<file path="src/rtl/cache_controller_if.sv">
// Pipeline, cache and SRAM signals of the data-cache controller.
// master = controller side, slave = environment (pipeline, cache arrays, SRAM controller).
interface cache_controller_if #(
   parameter int CACHE_ADDR_W = 17
);
   // Handshake: a pipeline request (mem_r_en/mem_w_en) completes in the cycle
   // mem_ready=1 and the pipeline holds mem_* stable until then; sram_r_en or
   // sram_w_en stays high until the single-cycle sram_ready pulse.
   logic                    mem_r_en;
   logic                    mem_w_en;
   logic [31:0]             mem_addr;
   logic [31:0]             mem_wdata;
   logic [31:0]             mem_rdata;
   logic                    mem_ready;

   logic [CACHE_ADDR_W-1:0] cache_address;
   logic [63:0]             cache_write_data;
   logic                    cache_read_en;
   logic                    cache_write_en;
   logic                    cache_invoke_set_en;
   logic [31:0]             cache_read_data;
   logic                    cache_hit;

   logic [31:0]             sram_address;
   logic [31:0]             sram_wdata;
   logic                    sram_r_en;
   logic                    sram_w_en;
   logic [63:0]             sram_rdata;
   logic                    sram_ready;

   logic [31:0]             stat_hits;
   logic [31:0]             stat_misses;
   logic [1:0]              dbg_state;

   modport master (
      input  mem_r_en, mem_w_en, mem_addr, mem_wdata,
      output mem_rdata, mem_ready,
      output cache_address, cache_write_data, cache_read_en, cache_write_en, cache_invoke_set_en,
      input  cache_read_data, cache_hit,
      output sram_address, sram_wdata, sram_r_en, sram_w_en,
      input  sram_rdata, sram_ready,
      output stat_hits, stat_misses, dbg_state
   );

   modport slave (
      output mem_r_en, mem_w_en, mem_addr, mem_wdata,
      input  mem_rdata, mem_ready,
      input  cache_address, cache_write_data, cache_read_en, cache_write_en, cache_invoke_set_en,
      output cache_read_data, cache_hit,
      input  sram_address, sram_wdata, sram_r_en, sram_w_en,
      output sram_rdata, sram_ready,
      input  stat_hits, stat_misses, dbg_state
   );
endinterface

</file>
<file path="src/rtl/cache_controller.sv">
// Write-through, no-write-allocate initiator for the 2-way data cache; fills 64-bit lines on read miss.
// Optional hit/miss counters are built when CACHE_CTRL_STATS_EN is defined.
module cache_controller #(
   parameter int BASE_ADDR    = 1024,
   parameter int CACHE_ADDR_W = 17
) (
   input logic              clk,
   input logic              rst,
   cache_controller_if.master bus
);
   localparam logic [1:0] ST_IDLE  = 2'd0;
   localparam logic [1:0] ST_MISS  = 2'd1;
   localparam logic [1:0] ST_FILL  = 2'd2;
   localparam logic [1:0] ST_WRITE = 2'd3;

   localparam logic [31:0] BASE = 32'(BASE_ADDR);

   logic [1:0]  state_q, state_d;
   logic [31:0] addr_q, addr_d;
   logic [31:0] wdata_q, wdata_d;
   logic [63:0] line_q, line_d;

   function automatic logic [CACHE_ADDR_W-1:0] cache_word(input logic [31:0] a);
      return CACHE_ADDR_W'((a - BASE) >> 2);
   endfunction

   // Line base is aligned relative to BASE, not to absolute address zero.
   function automatic logic [31:0] line_addr(input logic [31:0] a);
      return ((a - BASE) & ~32'h7) + BASE;
   endfunction

   always_comb begin
      state_d = state_q;
      addr_d  = addr_q;
      wdata_d = wdata_q;
      line_d  = line_q;

      bus.mem_ready           = 1'b1;
      bus.mem_rdata           = '0;
      bus.cache_address       = cache_word(addr_q);
      bus.cache_write_data    = '0;
      bus.cache_read_en       = 1'b0;
      bus.cache_write_en      = 1'b0;
      bus.cache_invoke_set_en = 1'b0;
      bus.sram_address        = '0;
      bus.sram_wdata          = '0;
      bus.sram_r_en           = 1'b0;
      bus.sram_w_en           = 1'b0;

      case (state_q)
         ST_IDLE: begin
            bus.cache_address = cache_word(bus.mem_addr);
            if (bus.mem_w_en) begin
               bus.cache_invoke_set_en = 1'b1;
               bus.mem_ready           = 1'b0;
               addr_d                  = bus.mem_addr;
               wdata_d                 = bus.mem_wdata;
               state_d                 = ST_WRITE;
            end else if (bus.mem_r_en) begin
               if (bus.cache_hit) begin
                  bus.cache_read_en = 1'b1;
                  bus.mem_rdata     = bus.cache_read_data;
               end else begin
                  bus.mem_ready = 1'b0;
                  addr_d        = bus.mem_addr;
                  state_d       = ST_MISS;
               end
            end
         end
         ST_MISS: begin
            bus.mem_ready    = 1'b0;
            bus.sram_r_en    = 1'b1;
            bus.sram_address = line_addr(addr_q);
            if (bus.sram_ready) begin
               line_d  = bus.sram_rdata;
               state_d = ST_FILL;
            end
         end
         ST_FILL: begin
            bus.cache_write_en   = 1'b1;
            bus.cache_write_data = line_q;
            bus.mem_rdata        = 1'((addr_q - BASE) >> 2) ? line_q[63:32] : line_q[31:0];
            state_d              = ST_IDLE;
         end
         ST_WRITE: begin
            bus.sram_w_en    = 1'b1;
            bus.sram_address = addr_q;
            bus.sram_wdata   = wdata_q;
            bus.mem_ready    = bus.sram_ready;
            if (bus.sram_ready) state_d = ST_IDLE;
         end
         default: state_d = ST_IDLE;
      endcase
   end

   always_ff @(posedge clk) begin
      if (rst) begin
         state_q <= ST_IDLE;
         addr_q  <= '0;
         wdata_q <= '0;
         line_q  <= '0;
      end else begin
         state_q <= state_d;
         addr_q  <= addr_d;
         wdata_q <= wdata_d;
         line_q  <= line_d;
      end
   end

   assign bus.dbg_state = state_q;

`ifdef CACHE_CTRL_STATS_EN
   logic [31:0] stat_hits_q, stat_hits_d;
   logic [31:0] stat_misses_q, stat_misses_d;

   always_comb begin
      stat_hits_d   = stat_hits_q;
      stat_misses_d = stat_misses_q;
      if (state_q == ST_IDLE && bus.mem_r_en && !bus.mem_w_en) begin
         if (bus.cache_hit) stat_hits_d   = stat_hits_q + 32'd1;
         else               stat_misses_d = stat_misses_q + 32'd1;
      end
   end

   always_ff @(posedge clk) begin
      if (rst) begin
         stat_hits_q   <= '0;
         stat_misses_q <= '0;
      end else begin
         stat_hits_q   <= stat_hits_d;
         stat_misses_q <= stat_misses_d;
      end
   end

   assign bus.stat_hits   = stat_hits_q;
   assign bus.stat_misses = stat_misses_q;
`else
   assign bus.stat_hits   = '0;
   assign bus.stat_misses = '0;
`endif
endmodule

</file>
<file path="src/flat_wrapper.sv">
// flat-port wrapper written by rule: the top's interface ports become plain ports
module cache_controller_flat 
#(
   parameter int BASE_ADDR    = 1024,
   parameter int CACHE_ADDR_W = 17
)
  (clk, rst, bus_mem_r_en, bus_mem_w_en, bus_mem_addr, bus_mem_wdata, bus_mem_rdata, bus_mem_ready, bus_cache_address, bus_cache_write_data, bus_cache_read_en, bus_cache_write_en, bus_cache_invoke_set_en, bus_cache_read_data, bus_cache_hit, bus_sram_address, bus_sram_wdata, bus_sram_r_en, bus_sram_w_en, bus_sram_rdata, bus_sram_ready, bus_stat_hits, bus_stat_misses, bus_dbg_state);
  cache_controller_if #(.CACHE_ADDR_W(CACHE_ADDR_W)) bus_i ();
  input logic clk;
  input logic rst;
  input wire logic [$bits(bus_i.mem_r_en)-1:0] bus_mem_r_en;
  input wire logic [$bits(bus_i.mem_w_en)-1:0] bus_mem_w_en;
  input wire logic [$bits(bus_i.mem_addr)-1:0] bus_mem_addr;
  input wire logic [$bits(bus_i.mem_wdata)-1:0] bus_mem_wdata;
  output wire logic [$bits(bus_i.mem_rdata)-1:0] bus_mem_rdata;
  output wire logic [$bits(bus_i.mem_ready)-1:0] bus_mem_ready;
  output wire logic [$bits(bus_i.cache_address)-1:0] bus_cache_address;
  output wire logic [$bits(bus_i.cache_write_data)-1:0] bus_cache_write_data;
  output wire logic [$bits(bus_i.cache_read_en)-1:0] bus_cache_read_en;
  output wire logic [$bits(bus_i.cache_write_en)-1:0] bus_cache_write_en;
  output wire logic [$bits(bus_i.cache_invoke_set_en)-1:0] bus_cache_invoke_set_en;
  input wire logic [$bits(bus_i.cache_read_data)-1:0] bus_cache_read_data;
  input wire logic [$bits(bus_i.cache_hit)-1:0] bus_cache_hit;
  output wire logic [$bits(bus_i.sram_address)-1:0] bus_sram_address;
  output wire logic [$bits(bus_i.sram_wdata)-1:0] bus_sram_wdata;
  output wire logic [$bits(bus_i.sram_r_en)-1:0] bus_sram_r_en;
  output wire logic [$bits(bus_i.sram_w_en)-1:0] bus_sram_w_en;
  input wire logic [$bits(bus_i.sram_rdata)-1:0] bus_sram_rdata;
  input wire logic [$bits(bus_i.sram_ready)-1:0] bus_sram_ready;
  output wire logic [$bits(bus_i.stat_hits)-1:0] bus_stat_hits;
  output wire logic [$bits(bus_i.stat_misses)-1:0] bus_stat_misses;
  output wire logic [$bits(bus_i.dbg_state)-1:0] bus_dbg_state;
  assign bus_i.mem_r_en = bus_mem_r_en;
  assign bus_i.mem_w_en = bus_mem_w_en;
  assign bus_i.mem_addr = bus_mem_addr;
  assign bus_i.mem_wdata = bus_mem_wdata;
  assign bus_mem_rdata = bus_i.mem_rdata;
  assign bus_mem_ready = bus_i.mem_ready;
  assign bus_cache_address = bus_i.cache_address;
  assign bus_cache_write_data = bus_i.cache_write_data;
  assign bus_cache_read_en = bus_i.cache_read_en;
  assign bus_cache_write_en = bus_i.cache_write_en;
  assign bus_cache_invoke_set_en = bus_i.cache_invoke_set_en;
  assign bus_i.cache_read_data = bus_cache_read_data;
  assign bus_i.cache_hit = bus_cache_hit;
  assign bus_sram_address = bus_i.sram_address;
  assign bus_sram_wdata = bus_i.sram_wdata;
  assign bus_sram_r_en = bus_i.sram_r_en;
  assign bus_sram_w_en = bus_i.sram_w_en;
  assign bus_i.sram_rdata = bus_sram_rdata;
  assign bus_i.sram_ready = bus_sram_ready;
  assign bus_stat_hits = bus_i.stat_hits;
  assign bus_stat_misses = bus_i.stat_misses;
  assign bus_dbg_state = bus_i.dbg_state;
  cache_controller #(.BASE_ADDR(BASE_ADDR), .CACHE_ADDR_W(CACHE_ADDR_W)) u_core (.clk(clk), .rst(rst), .bus(bus_i));
endmodule
</file>
<file path="config.mk">
export PLATFORM = sky130hd
export DESIGN_NAME = cache_controller_flat
export DESIGN_NICKNAME = d
export VERILOG_FILES = /design/src/rtl/cache_controller_if.sv /design/src/rtl/cache_controller.sv /design/src/flat_wrapper.sv
export SDC_FILE = /design/constraint.sdc
export NUM_CORES = 1
export LEC_CHECK = 0
export ABC_AREA = 1
export BUFFER_PORTS_ARGS = -buffer_cell sky130_fd_sc_hd__buf_2
export CAP_MARGIN = 15
export CELL_PAD_IN_SITES_DETAIL_PLACEMENT = 1
export CELL_PAD_IN_SITES_GLOBAL_PLACEMENT = 2
export CORE_ASPECT_RATIO = 0.6
export CORE_MARGIN = 2
export CORE_UTILIZATION = 23
export CTS_BUF_LIST = sky130_fd_sc_hd__clkbuf_2 sky130_fd_sc_hd__clkbuf_4 sky130_fd_sc_hd__clkbuf_8
export DETAILED_ROUTE_END_ITERATION = 8
export PLACE_DENSITY = 0.87
export SETUP_SLACK_MARGIN = 0.3
export SLEW_MARGIN = 25
export SYNTH_ARGS = -nofsm -noshare
export SYNTH_HDL_FRONTEND = slang
export SYNTH_SLANG_ARGS = --single-unit
</file>
<file path="constraint.sdc">
create_clock -name clk -period 3.3 [get_ports clk]
set_clock_uncertainty 0.15 [all_clocks]
set_input_delay 0.33 -clock clk [delete_from_list [all_inputs] [get_ports clk]]
set_output_delay 0.33 -clock clk [all_outputs]
set_load 0.02 [all_outputs]
</file>
Word-level counts from Yosys, hierarchy flattened
Index checks and enable logic that the tools add are counted.
- add/subtract/negate cells: 3
- multipliers: 0
- divide/modulo/power cells: 0
- order comparisons: 0
- equal/unequal tests: 8
- shift-type cells: 0
- muxes and demuxes: 30
- bitwise logic cells: 0
- reductions and logical operators: 6
- operators by type and width (cell ; count):
    $mux 32 ; 8
    $pmux 32 s2 ; 2
    $mux 64 ; 1
    $add 32x11->32 const B ; 1
    $sub 32x11->32 const B ; 1
    $sub 19x11->19 const B ; 1
    $mux 17 ; 1
    $mux 1 ; 11
    $mux 2 ; 5
    $pmux 2 s4 ; 1
    $ne 2x2->1 const B ; 3
    $ne 3x3->1 const B ; 2
    $eq 2x2->1 const B ; 2
    $reduce_and 2->1 ; 2
    $reduce_and 4->1 ; 1
    $pmux 1 s3 ; 1
    $reduce_and 3->1 ; 1
    $eq 2x1->1 const B ; 1
    $logic_not 2->1 ; 1
    $reduce_bool 2->1 ; 1
- register bits: 130
- bits in latches: 0
- memory bits (writable): 0
- memory bits (read-only): 0
- input bits: 166
- output and inout bits: 249
- logic and storage cells: 51
- memories kept: 0

Logic depth before layout (Yosys ltp)
Gate-level depths: netlist of the first run.
- word-level depth: 4
- mapped depth: 17
- depth with buffers taken out: 16

Least setup slack after synthesis of the first run
OpenSTA, ideal clock, no wires.
- path kind: register to output
- start: register u_core.addr_q[10]
- end: output bus_sram_address[23]
- arrival: 2182 ps
- data required time: 2820 ps
- setup slack: 638 ps
- cell stages (with the launch flop): 11
- buffers on the path: 0
- cell sequence: dfxtp_1 inv_2 ha_1 or2_2 nor2_2 nand3_1 nor2_2 nand3_2 nor2_2 o21ai_0 o22ai_1
- word-level cells in the longest chain between the ends: 3
- ends and longest elaborated chain (item ; line ; text):
    start: declaration ; cache_controller.sv:19 ; logic [31:0] addr_q, addr_d;
    start signal: assignment ; cache_controller.sv:104 ; addr_q <= addr_d;
    $sub 32x11->32 ; cache_controller.sv:29 ; return ((a - BASE) & ~32'h7) + BASE;
    $add 32x11->32 ; cache_controller.sv:29 ;
    $pmux 32 s2 ; cache_controller.sv:50 ; case (state_q)
    end: declaration ; flat_wrapper.sv:24 ; output wire logic [$bits(bus_i.sram_address)-1:0] bus_sram_address;
Every way passes these cells.

Final worst setup path of the first run
- start: register u_core.addr_q[10]
- end: output bus_sram_address[29]
The elaborated chain is that of the path after synthesis.

==> results.md, run 1 <==
- The flow ran to the end, and the final reports show no timing, DRC or antenna violations.
- After global routing the overflow that remains totals 0.
- Timing would allow up to roughly 0.32 GHz.
- The DRC violation total after the first TritonRoute iteration is 458.
- Counting flops and latches in the post-synthesis netlist gives 130.
- In the synthesized netlist the dominant register cell turns out to be sky130_fd_sc_hd__dfxtp_1.
- Setup repair after global routing could not meet its margin everywhere.
- At the later pin of the worst-skew pair, clock insertion delay measures between 400 and 500 ps.
- The count of fill cells added during filler insertion is approximately 4,400.
- The met1 track demand over resource in global routing is 0.249.
- The die is 147 µm tall.
- The global-route wire length before repair is 56,000 µm.
- Entering global routing, the biggest net connects 73 pins.
- The net count of the finished layout is about 1,900.
- The fraction of final layout cells with drive strength greater than 1 is 0.302.
- Excluding fillers, the count of instances in the completed layout stands at ~2,200.
- The worst-case vdd ir drop is approximately 0.22 mV.
- For this design the static power due to leakage is between 5 and 6 nW.
- The switching power share of the total is 0.410.
- After technology mapping, the gate count stands at ~1,200.
- The sequential power share is 0.350.
- For this run, the number of Yosys warnings is 0.
- The routed layout has between 9,000 and 10,000 vias.
- The minimum clock period is between 3000 and 4000 ps.
- The core area is 33,800 µm².
- The count of unique library cells instantiated by Yosys is 36.
- The final routed wirelength across all metal layers is about 37,000 µm.
- In the final routed layout, each cell accounts on average for between 15 and 20 µm.
- The effective utilization at floorplan is 0.234.
- The post-detailed-route count of antenna-violating nets is 0.
- After synthesis, the largest family of logic cells by area is compound AO/OA/AOI/OAI gates.
- Among the stages of the critical path, the cell type that occurs most often is sky130_fd_sc_hd__nand2_1.
- The fraction of power consumed by combinational cells is 0.362.
- The CTS tree is done.
- The origin of the worst setup path is u_core.addr_q[10].
- In the post-route analysis, the smallest setup slack over all paths is approximately 220 ps.
- The ratio of routed vias to standard cells is 4.52.
- From synthesis to final layout, the design area changed by 52.6%.
- The largest single stage delay on the critical path is between 300 and 400 ps.
- The critical path capture point type is an output port.
- The smallest hold slack is between 30 and 40 ps.
- Clock tree synthesis inserted a total of 17 buffers.
- The number of global-route vias before repair came to just over 10,000.
- The summed negative setup slack over all endpoints is 0 ps.
- In this run the power spent charging and discharging nets is 0.00213 W.
- The average instance area after synthesis is 6.34 µm².
- By count the netlist is led by 220 x sky130_fd_sc_hd__o21ai_0, 180 x sky130_fd_sc_hd__nor2_1, 159 x sky130_fd_sc_hd__inv_1.
- The share of flip-flops with an asynchronous set or reset after synthesis is 0.
- The number of enable flip-flop cells after synthesis is 0.
- For this run, design rule violations remaining after detail routing come to 0.
- The number of top-level pins is about 420.
- In the global route stage, overall resource usage came out at 0.199.
- The met2 layer usage reported by global route is 0.336.
- The clock passes through at most 2 buffers.
- The worst hold-check path type is input pin to flop.
- The beginning of the worst hold path is bus_mem_addr[18].
- The parity-gate share of the synthesized area counting xor and xnor cells is 0.0179.
- The number of cells in the design after placement is 1,999.
- The max capacitance violation total is 0.
- The met3 track demand over resource in global routing is 0.0463.
- The number of setup violations in the final report is 0.
- Traced cell by cell, the critical path runs through inv_4 > ha_4 > nand2_4 > nor2_8 > nand2_1 > nand2_1 > nand2_2 > nor2_4 > nand3_2 > nor2_4 > nand2_1 > nand2_1 > nand3_2 > nand2_2 > buf_6.
- For this run, the detailed router's first-pass iteration total came to 5.
- Among all cell types in the netlist, the one instantiated most often is sky130_fd_sc_hd__o21ai_0.
- The top-area cell type share of the netlist area is 0.330.
- Summing all multi-input logic gate instances after layout gives between 4000 and 5000 µm².
- The power per cell area is 431 nW/µm².
- The critical path required time is between 2000 and 3000 ps.
- Of the total synthesized cell area, the portion taken by full adders, half adders and majority gates is 0.00476.
- In this run the tool buffered the top-level ports with 350 buffer cells.
- The total count of hold-check failures in the final report was 0.
- Yosys attributes the largest share of cell area to sky130_fd_sc_hd__dfxtp_1 33%, sky130_fd_sc_hd__o21ai_0 14%, sky130_fd_sc_hd__a21oi_1 8.6%.
- For the pin with the worst max-slew slack, the measured transition is about 920 ps.
- sky130_fd_sc_hd__dfxtp_1 takes more of the synthesized area than any other cell.
- The share of total power dissipated in the clock network is 0.288.
- For the worst setup path, the data arrival time is 2600 ps.
- The worst-path maximum fanout is 7.
- The internal power of the cells totals slightly above 0.003 W.
- The critical path is of the flop to output port type.
- The cell type of the slowest stage on the worst timing path is sky130_fd_sc_hd__dfxtp_4.
- The sequential cell area fraction in the yosys report is 0.330.
- Of the available clock period, the critical path in the final layout requires 0.933.
- In this run the core area contains 52 standard-cell rows.
- The tree is rooted in a sky130_fd_sc_hd__clkbuf_8.
- In the final layout, flip-flops and latches occupy 2620 µm².
- The worst register-to-register path begins at u_core.bus.dbg_state[0].
- The clock-pin transition on the worst setup and hold timing paths is about 100 ps.
- The share of the synthesized area in compound gates (AO/OA/AOI/OAI) is 0.238.
- Of the total synthesized cell area, the portion taken by AND, OR, NAND and NOR gates is 0.231.
- The busiest metal layer after global routing is met2.
- The global placement routability congestion is roughly 0.9.
- The mapped netlist covers around 7900 µm².
- The overall die width is about 240 µm.
- The max-slew violation count came to 0.
- The depth of the CTS H-tree is 4.
- After legalization and detailed placement, the total HPWL measured roughly 26,000 µm.
- The worst slew slack as a fraction of its limit is 0.389.
- The worst setup path is launched from a flop.
- The initial antenna violation count came to 3.
- After synthesis, the share of cell area in mux cells is 0.00127.
- The die footprint is ~36,000 µm².
- OpenSTA, run right after detailed placement, puts the worst setup slack at around 340 ps.
- The total number of clock tree sinks is 130.
==> routing by layer <==
metal	share of wire	up-vias
met3	0.049	50
met5	0	-
met2	0.49	265
met4	0.022	0
li1	-	4770
met1	0.44	4784
==> state kept, by name, summed over array words and instances, names as in the netlist <==
signal	flops
u_core.addr_q	32
u_core.wdata_q	32
u_core.line_q	64
u_core.bus.dbg_state	2
==> worst max-delay path: cells and delay by family, from the launching register on <==
| kind | cells | cell delay [ps] |
|---|---|---|
| DFF | 1 | 370 |
| adders and majority gates | 1 | 220 |
| and+or+nand+nor | 12 | 1310 |
| buffers and inverters | 2 | 190 |
==> area by class of cell <==
cell class                 count  area share
antenna                        3    0.000623
clock buffer                  17      0.0194
clock inverter                14      0.0139
inverter                     167      0.0531
multi-input combinational    876       0.363
sequential                   130       0.217
tap                          459      0.0477
timing repair buffer         517       0.285
==> cells in the final DEF (no fill, tap or decap), drive strengths merged, types with 2 or more instances in the layout <==
cell,instances
bufinv,2
o22ai,4
xnor2,4
clkinvlp,3
o32ai,2
a21oi,135
ha,3
dlygate4sd3,122
nand2,169
nor2,203
clkinv,6
nor3,5
diode,3
inv,170
nand4,6
conb,64
clkbuf,17
xor2,10
a31oi,2
dfxtp,130
nand3,37
o21ai,227
buf,395
==> cell families after synthesis <==
group,after synthesis
AND/OR/NAND/NOR,422
AO/OA/AOI/OAI,372
buffers and inverters,302
flip-flops,130
XOR/XNOR,14
adder cells (fa/ha/maj),3
other,1
multiplexers,1
==> metrics by stage <==
stage                util  area, µm²  total power [W]
detailed placement  0.293       9890          0.00340
global placement    0.293       9890          0.00337
CTS                 0.351      11800          0.00515
floorplan               -       8130          0.00290
finish              0.357      12000          0.00520
global route        0.357      12000          0.00551
==> worst paths after layout <==
check	endpoint	slack (ps)	cells after the start
hold reg to reg	u_core.wdata_q[28]	310	2
setup / recovery	bus_sram_address[29]	220	15
setup reg to reg	u_core.wdata_q[29]	1050	8
hold / removal	u_core.addr_q[18]	40	3
==> power by group through the flow <==
stage	combinational, W	clock (W)	sequential, W
3_3_place_gp	0.00153	0	0.00184
6_report	0.00188	0.00150	0.00182
4_1_cts	0.00179	0.00155	0.00181
5_1_grt	0.00206	0.00162	0.00184
2_1_floorplan	0.00108	0	0.00182
3_5_place_dp	0.00156	0	0.00184
==> timing repair <==
action                                  CTS  global route
gates resized for setup                  53            36
setup buffers                            19             9
endpoints found under the hold margin   122             0
pin swaps                                21            22
endpoints found under the setup margin   18            42
hold buffers                            122             0
(Power assumes the default switching activity.)
==> run 2, diff against run 1 <==
- ABC_AREA: 1 -> default
- CORE_UTILIZATION: 23 -> 24
==> run 2 against run 1 <==
  * The flow now finishes with violations (setup timing)
  * First-iteration DRC count rose by 8.3%
  * Largest cell class unchanged
  * Routed wire length rose by 3.0%
  * Largest power group unchanged
  * Setup slack got worse by 1100 ps
  * Critical endpoint is now bus_sram_address[31]
==> results.md, run 2 <==
- After detailed placement, the total cell area comes to 10,600 µm².
- The effective utilization at floorplan is 0.242.
- The post-synthesis cell count is between 1,000 and 1,500.
- The final routed wirelength across all metal layers is approximately 38,000 µm.
- Entering global routing, the biggest net connects 66 pins.
- The synthesized design spends more area on one cell type than any other, namely sky130_fd_sc_hd__dfxtp_1.
- The share of the synthesized area in compound gates (AO/OA/AOI/OAI) is 0.153.
- By area the synthesized netlist is led by sky130_fd_sc_hd__dfxtp_1 32%, sky130_fd_sc_hd__nand2_1 14%, sky130_fd_sc_hd__a21oi_1 9.0%.
- The port buffer count is between 300 and 400.
- Summed over all cells, the static leakage comes to between 5 and 6 nW.
- The overall die width is about 240 µm.
- Once layout is complete, the cells apart from fillers number 2,111.
- The cell type of the slowest stage on the worst timing path is sky130_fd_sc_hd__or4_4.
- The cell area that synthesis handed to floorplanning was 8090 µm².
- The post-layout total power is 0.00543 W.
- The share of the cycle needed by the critical path after routing is 1.26.
- In this design, the stage delay of the slowest critical-path cell is 570 ps.
- Leaving out fill and tap cells, the most frequent cell in the layout is sky130_fd_sc_hd__buf_2.
- The later pin in the worst-skew pair is clocked with a latency of approximately 470 ps.
- The die covers 35,300 µm².
- The mean routed wirelength per cell is roughly 18 µm.
- The clock tree synthesis step divided the H-tree into 4 levels.
- The startpoint identified for the worst hold timing path is bus_mem_addr[10].
- The number of cells in the design after placement is 1,938.
- The layout has roughly 4,200 filler cells.
- The run finished, with violations left.
- The CTS tree is done.
- The sum of routed wire segments on met1 is approximately 18,000 µm.
- The number of global-route vias before repair is around 10,000.
- The remaining global-route overflow is 0.
- By count the netlist is led by 311 x sky130_fd_sc_hd__nand2_1, 145 x sky130_fd_sc_hd__a21oi_1, 130 x sky130_fd_sc_hd__dfxtp_1.
- sky130_fd_sc_hd__nand2_1 is the most common cell in the netlist.
- Counting the buffers created by CTS gives 17.
- On the final layout, the worst hold slack is 84.3 ps.
- Once routing completed, OpenROAD measured the worst setup slack at -869 ps.
- The count of nets after finishing is 1,809.
- In the final layout, the registers with the most flip-flops are u_core.line_q: 64 flops, u_core.addr_q: 32 flops, u_core.wdata_q: 32 flops.
- Using the TritonRoute via totals, the vias-per-cell ratio works out to around 4.6.
- For this run, the total global-route usage over all layers was measured as 0.211.
- The top layer reached by signal wires is met4.
- The critical path starts at u_core.addr_q[18].
- The transition time at the pin with the least slew margin is ~740 ps.
- The tree is rooted in a sky130_fd_sc_hd__clkbuf_8.
- Along the worst path, the maximum fanout reaches 5.
- The global-route wire length before repair is around 58,000 µm.
- The category of the most critical setup path is flop to output port.
- The detailed router placed between 9,000 and 10,000 vias in this run.
- Across the VDD grid, the largest voltage drop is roughly 0.22 mV.
- The fraction of final layout cells with drive strength greater than 1 is 0.354.
- The number of top-level pins is slightly above 400.
- The total count of hold-check failures in the final report is 0.
- The count of unique library cells instantiated by Yosys is between 50 and 60.
- No sink is reached through more buffers than the 2 on the longest clock path.
- The initial antenna violation count was 1.
- The post-synthesis simple-gate area fraction is 0.310.
- After synthesis, the largest family of logic cells by area is simple AND/OR/NAND/NOR gates.
- The half-perimeter wire length after detailed placement is ~27,000 µm.
- The average instance in the mapped netlist occupies a little over 7 µm².
- For this run, design rule violations remaining after detail routing come to 0.
- The max capacitance violation total is 0.
- The post-synthesis mux area share is 0.0648.
- The flip-flop cell with the highest count after synthesis is sky130_fd_sc_hd__dfxtp_1.
- The top-area cell type share of the netlist area is 0.322.
- From synthesis to final layout, the design area changed by 60.9%.
- The detailed-routed wire length on met2 is around 18,000 µm.
- The register with the most flip-flops in the layout has between 60 and 70 of them.
- The parity-gate share of the synthesized area counting xor and xnor cells is 0.0357.
- STA classifies the critical path endpoint as an output port.
- In this run the standard cell core region covers about 33,000 µm².
- The startpoint of the worst register-to-register path is u_core.bus.dbg_state[0].
- The clock-pin transition on the worst setup and hold timing paths is 90 ps.
- The die boundary height is approximately 150 µm.
- The data arrival time of the worst path is approximately 3700 ps.
- In this run, synthesis produced a sequential element count of between 100 and 150.
- For this design, the sink count on the clock tree is 130.
- The worst slew slack as a fraction of its limit is 0.508.
- The post-route cell area is between 10,000 and 15,000 µm².
- Leaving out fill and tap cells, the most frequent cells in the layout are 327 x sky130_fd_sc_hd__buf_2, 306 x sky130_fd_sc_hd__nand2_1, 138 x sky130_fd_sc_hd__a21oi_1.
- The signal on the critical path passes through or4_4 > or4_4 > or3_4 > a221oi_4 > nand4_1 > or3_4 > a21oi_4 > mux2i_4 > buf_6.
- Of all flip-flops after synthesis, the portion carrying an async set or reset was 0.
- For the finished layout, the period the worst path requires is 4170 ps.
- The register with the most flip-flops in the final layout is u_core.line_q.
- The maximum operating frequency is 0.240 GHz.
- Setup repair after global routing could not meet its margin everywhere.
- The final reports fail on setup timing.
- The pre-antenna-repair detailed-routing pass consisted of 5 iterations.
- 0 antenna diodes ended up in the layout.
- The critical path required time is about 2800 ps.
- The congestion estimate from routability-driven global placement came to 0.897.
- The share of the Yosys chip area taken by registers is 0.322.
- The count of nets left with antenna violations once routing finished came out at 0.
- Yosys mapped a number of flops with a built-in enable equal to 0.
- The yosys synthesis warning count is 0.
- The number of rows in the core area is 52.
- The sort of element at the start of the critical path is a flop.
- The total length of routed met3 wires is roughly 1900 µm.
- The max-slew violation count is 0.
- In this run the power density over the cells is approximately 420 nW/µm².
- Of the total synthesized cell area, the portion taken by full adders, half adders and majority gates is 0.00464.
- The number of setup violations in the final report is 17.
- The min-delay analysis places its worst path in the category input pin to flop.
- The DRC violation total after the first TritonRoute iteration is 496.
## run 2: final timing paths
path         slack, ps  depth (start not counted)              endpoint
max reg2reg        770                          6     u_core.line_q[59]
min                 80                          3     u_core.addr_q[10]
max               -870                          9  bus_sram_address[31]
min reg2reg        310                          2    u_core.wdata_q[11]
## run 2: metrics by stage
step	utilization	worst slack (ps)	setup TNS [ps]
2_1_floorplan	-	-451	-2290
3_3_place_gp	0.317	-444	-2680
3_5_place_dp	0.317	-504	-3700
4_1_cts	0.384	-970	-10570
5_1_grt	0.389	-990	-11830
6_report	0.389	-869	-9660
## run 2: kinds of logic after synthesis
group,Yosys count
AO/OA/AOI/OAI,228
XOR/XNOR,33
adder cells (fa/ha/maj),3
buffers and inverters,168
flip-flops,130
multiplexers,51
other,1
AND/OR/NAND/NOR,531
## run 2: report_power, final
| part | switching, W | internal [W] | total [W] |
|---|---|---|---|
| combinational | 0.00114 | 0.000881 | 0.00202 |
| clock | 0.000734 | 0.000928 | 0.00166 |
| sequential | 0.0000759 | 0.00167 | 0.00174 |
| total | 0.00195 | 0.00348 | 0.00543 |
## run 2: worst max-delay path: cells and delay by family (launching register included)
family          cells  cell delay [ps]
simple gates        5             2040
compound gates      2              430
buf+inv             1              140
mux                 1              260
flops               1              330
## run 2: timing repair
action                                 CTS  global route
pin swaps                               30            22
hold buffers                           125             0
resized for setup                      105            37
setup endpoints to repair               21            22
buffers inserted                        12             5
endpoints found under the hold margin  125             0
## run 2: per-layer routing
metal,global-route usage,vias to the layer above
met5,0,-
met4,0.0417,0
met3,0.0484,31
met2,0.343,241
met1,0.284,4824
li1,-,4656
## run 2: final cells by class
type | count | area [µm²] | share of cell area
clock buffer | 19 | 255 | 0.0196
clock inverter | 12 | 204 | 0.0157
inverter | 10 | 42.5 | 0.00327
multi-input combinational | 910 | 5420 | 0.416
sequential | 130 | 2610 | 0.200
tap | 459 | 574 | 0.0441
timing repair buffer | 571 | 3920 | 0.301
==> run 3, diff against run 2 <==
- CORE_ASPECT_RATIO: 0.6 -> default
- PLACE_DENSITY: 0.87 -> default
- PLACE_DENSITY_LB_ADDON: default -> 0.1
==> run 3 against run 2 <==
  * Highest routed layer unchanged
  * Via count shrank 3.7%
  * Count of clock-buffer cells in the layout grew 3
  * Critical endpoint unchanged
  * Critical path type unchanged
  * Hold slack worse by 34 ps
  * The flow still finishes with violations (setup timing)
==> results.md, run 3 (synthesis gave the netlist of run 2 again) <==
- For hold timing, the worst endpoint is u_core.addr_q[12].
- The terminus of the critical flop-to-flop path is u_core.addr_q[10].
- After detailed placement, the total cell area comes to about 11,000 µm².
- The CTS tree is done.
- Of the cells placed in the final design, the portion with a size suffix greater than 1 is 0.350.
- In this run the worst path has a maximum fanout of 5.
- The DRC violation total after the first TritonRoute iteration is 329.
- The worst-case vdd ir drop is between 0.2 and 0.25 mV.
- In the global route stage, overall resource usage came out at 0.202.
- The checks that failed: setup timing.
- The initial utilization of the core area, before any placement, comes to 0.243.
- The overall die width is between 150 and 200 µm.
- In this run the number of H-tree levels came out at 4.
- The worst hold path was traced through 3 stages.
- The combined buffer and inverter count along the critical path is 1.
- The critical path in this run is classified as flop to output port.
- u_core.line_q holds more flip-flops than any other register.
- The slowest stage of the critical path is the sky130_fd_sc_hd__or4_4 cell.
- From synthesis to final layout, the design area changed by 59.9%.
- The core region is roughly 33,000 µm².
- The flow ran to the end, but the final reports show violations.
- The later pin in the worst-skew pair is clocked with a latency of 460 ps.
- The largest delay contributor family on the critical path is simple AND/OR/NAND/NOR gates.
- The tightest min-delay check is of the input pin to flop type.
- In the final layout, the registers with the most flip-flops are u_core.line_q: 64 flops, u_core.addr_q: 32 flops, u_core.wdata_q: 32 flops.
- The half-perimeter wire length after detailed placement is about 26,000 µm.
- Summing all non-filler instances in the final layout gives an area of between 10,000 and 15,000 µm².
- The cell sitting at the root of the clock tree is a sky130_fd_sc_hd__clkbuf_8.
- Setup repair after global routing could not meet its margin everywhere.
- In this run the critical register-to-register path is launched from u_core.bus.dbg_state[1].
- The total overflow left after global routing is 0.
- Of the available clock period, the critical path in the final layout requires 1.25.
- The global placement routability congestion is roughly 0.79.
- The max-slew violation count is 0.
- The library cell used most frequently in the layout, excluding fill and tap cells, is sky130_fd_sc_hd__buf_2.
- The delay of the slowest critical-path stage is about 570 ps.
- The number of rows in the core area is 67.
- Of the total power, the share spent switching nets is 0.350.
- Of the total power, combinational logic draws 0.365.
- The final routed wirelength across all metal layers is between 30,000 and 40,000 µm.
- The buffer depth of the longest clock path is 2.
- The worst slew slack as a fraction of its limit is 0.597.
- At the pin with the least slew margin, the transition time is 604 ps.
- The detailed-route via count is about 9,400.
- The total count of hold-check failures in the final report was 0.
- The mean routed wirelength per cell is approximately 17 µm.
- The number of top-level pins is between 400 and 500.
- The register with the most flip-flops in the layout has 64 of them.
- The post-detailed-route count of antenna-violating nets is 0.
- The number of cells on the worst reg-to-reg path is 7.
- The power per cell area is roughly 400 nW/µm².
- The clock-pin transition on the worst setup and hold timing paths is approximately 80 ps.
- In this run the power spent charging and discharging nets is 0.00184 W.
- Internal power comes to roughly 0.0034 W.
- The cell leakage power is a little under 6 nW.
- The beginning of the worst hold path is bus_mem_addr[12].
- The signal on the critical path passes through or4_4 > or4_4 > or3_4 > a221oi_4 > nand4_1 > or3_4 > a21oi_4 > mux2i_4 > buf_6.
- The number of setup violations in the final report is 17.
- The critical path capture point type is an output port.
- Port buffering added 350 buffers.
- The share of total power dissipated in the clock network is 0.300.
- The worst setup path is launched from a flop.
- Data on the critical path arrives at its endpoint at between 3000 and 4000 ps.
- The post-route core utilization is 0.388.
- The number of global-route vias before repair was between 9,000 and 10,000.
- The minimum setup slack in the final design is -826 ps.
- The critical path required time is around 2800 ps.
- The die covers 35,200 µm².
- The net count of the finished layout is 1,805.
- The ratio of routed vias to standard cells is approximately 4.5.
- The worst path in the final design needs a cycle of 4130 ps, including I/O delays and setup.
- The maximum number of pins on one net before global-route repair is ~90.
- The first detailed-routing pass took 4 iterations.
- The die boundary height is 188 µm.
- The first global-routing pass estimated about 56,000 µm of wire.
- On the final layout, the worst hold slack is 50.2 ps.
- Across the run, the number of max-cap violations was 0.
- The post-layout total power is approximately 0.0052 W.
- The initial antenna violation count is 4.
- Of the total power, registers draw 0.335.
- The setup check on the worst reg-to-reg path leaves a slack of approximately 1100 ps.
- In the layout the commonest cells are 328 x sky130_fd_sc_hd__buf_2, 305 x sky130_fd_sc_hd__nand2_1, 141 x sky130_fd_sc_hd__a21oi_1.
- Buffers inserted during clock tree synthesis total 17.
- The maximum operating frequency is ~0.24 GHz.
- The total number of clock tree sinks is 130.
- For this run, design rule violations remaining after detail routing come to 0.
run 3: worst max-delay path by stage:
stage | start | to | depth (start not counted)
2_1_floorplan | u_core.addr_q[15] | bus_sram_address[31] | 11
3_3_place_gp | u_core.addr_q[10] | bus_sram_address[31] | 9
3_5_place_dp | u_core.addr_q[10] | bus_sram_address[31] | 13
4_1_cts | u_core.addr_q[14] | bus_sram_address[31] | 9
5_1_grt | u_core.addr_q[14] | bus_sram_address[31] | 9
6_report | u_core.addr_q[14] | bus_sram_address[31] | 9
run 3: layout make-up:
class                   count  area (µm²)
diodes                      4        10.0
fillers                  4324       20400
clock inverters            10         156
well taps                 448         561
flip-flops and latches    130        2610
multi-input cells         910        5340
inverters                  10        42.5
clock buffers              22         284
repair buffers            567        3950
run 3: power by group through the flow:
| stage | registers [W] | logic, W | clock network, W |
|---|---|---|---|
| 3_5_place_dp | 0.00179 | 0.00157 | 0 |
| 2_1_floorplan | 0.00175 | 0.00107 | 0 |
| 3_3_place_gp | 0.00179 | 0.00156 | 0 |
| 6_report | 0.00176 | 0.00191 | 0.00158 |
| 5_1_grt | 0.00177 | 0.00208 | 0.00171 |
| 4_1_cts | 0.00176 | 0.00184 | 0.00164 |
run 3: through the flow:
stage	setup TNS, ps	setup WS (ps)	cells
global route	-11870	-973	2101
CTS	-10290	-948	2089
global placement	-3120	-419	1921
detailed placement	-3700	-477	1921
floorplan	-2290	-451	1208
finish	-9600	-826	2101
run 3: worst min-delay path, stage by stage:
cell                      delay, ps
sky130_fd_sc_hd__buf_2          130
sky130_fd_sc_hd__nand2_1         60
sky130_fd_sc_hd__a21oi_1         80
run 3: repair_timing:
item                                    CTS  global route
setup buffers                            15             8
hold buffers                            121             0
endpoints found under the setup margin   21            75
pin swaps                                34            21
resized for setup                        88            42
hold endpoints to repair                121             0
run 3: layer usage:
layer / vias up / track usage / share of wire
met3: 26 / 0.0440 / 0.051
met1: 4488 / 0.240 / 0.43
met5: - / 0 / 0
met2: 241 / 0.362 / 0.51
li1: 4634 / - / -
met4: 0 / 0.0594 / 0.015
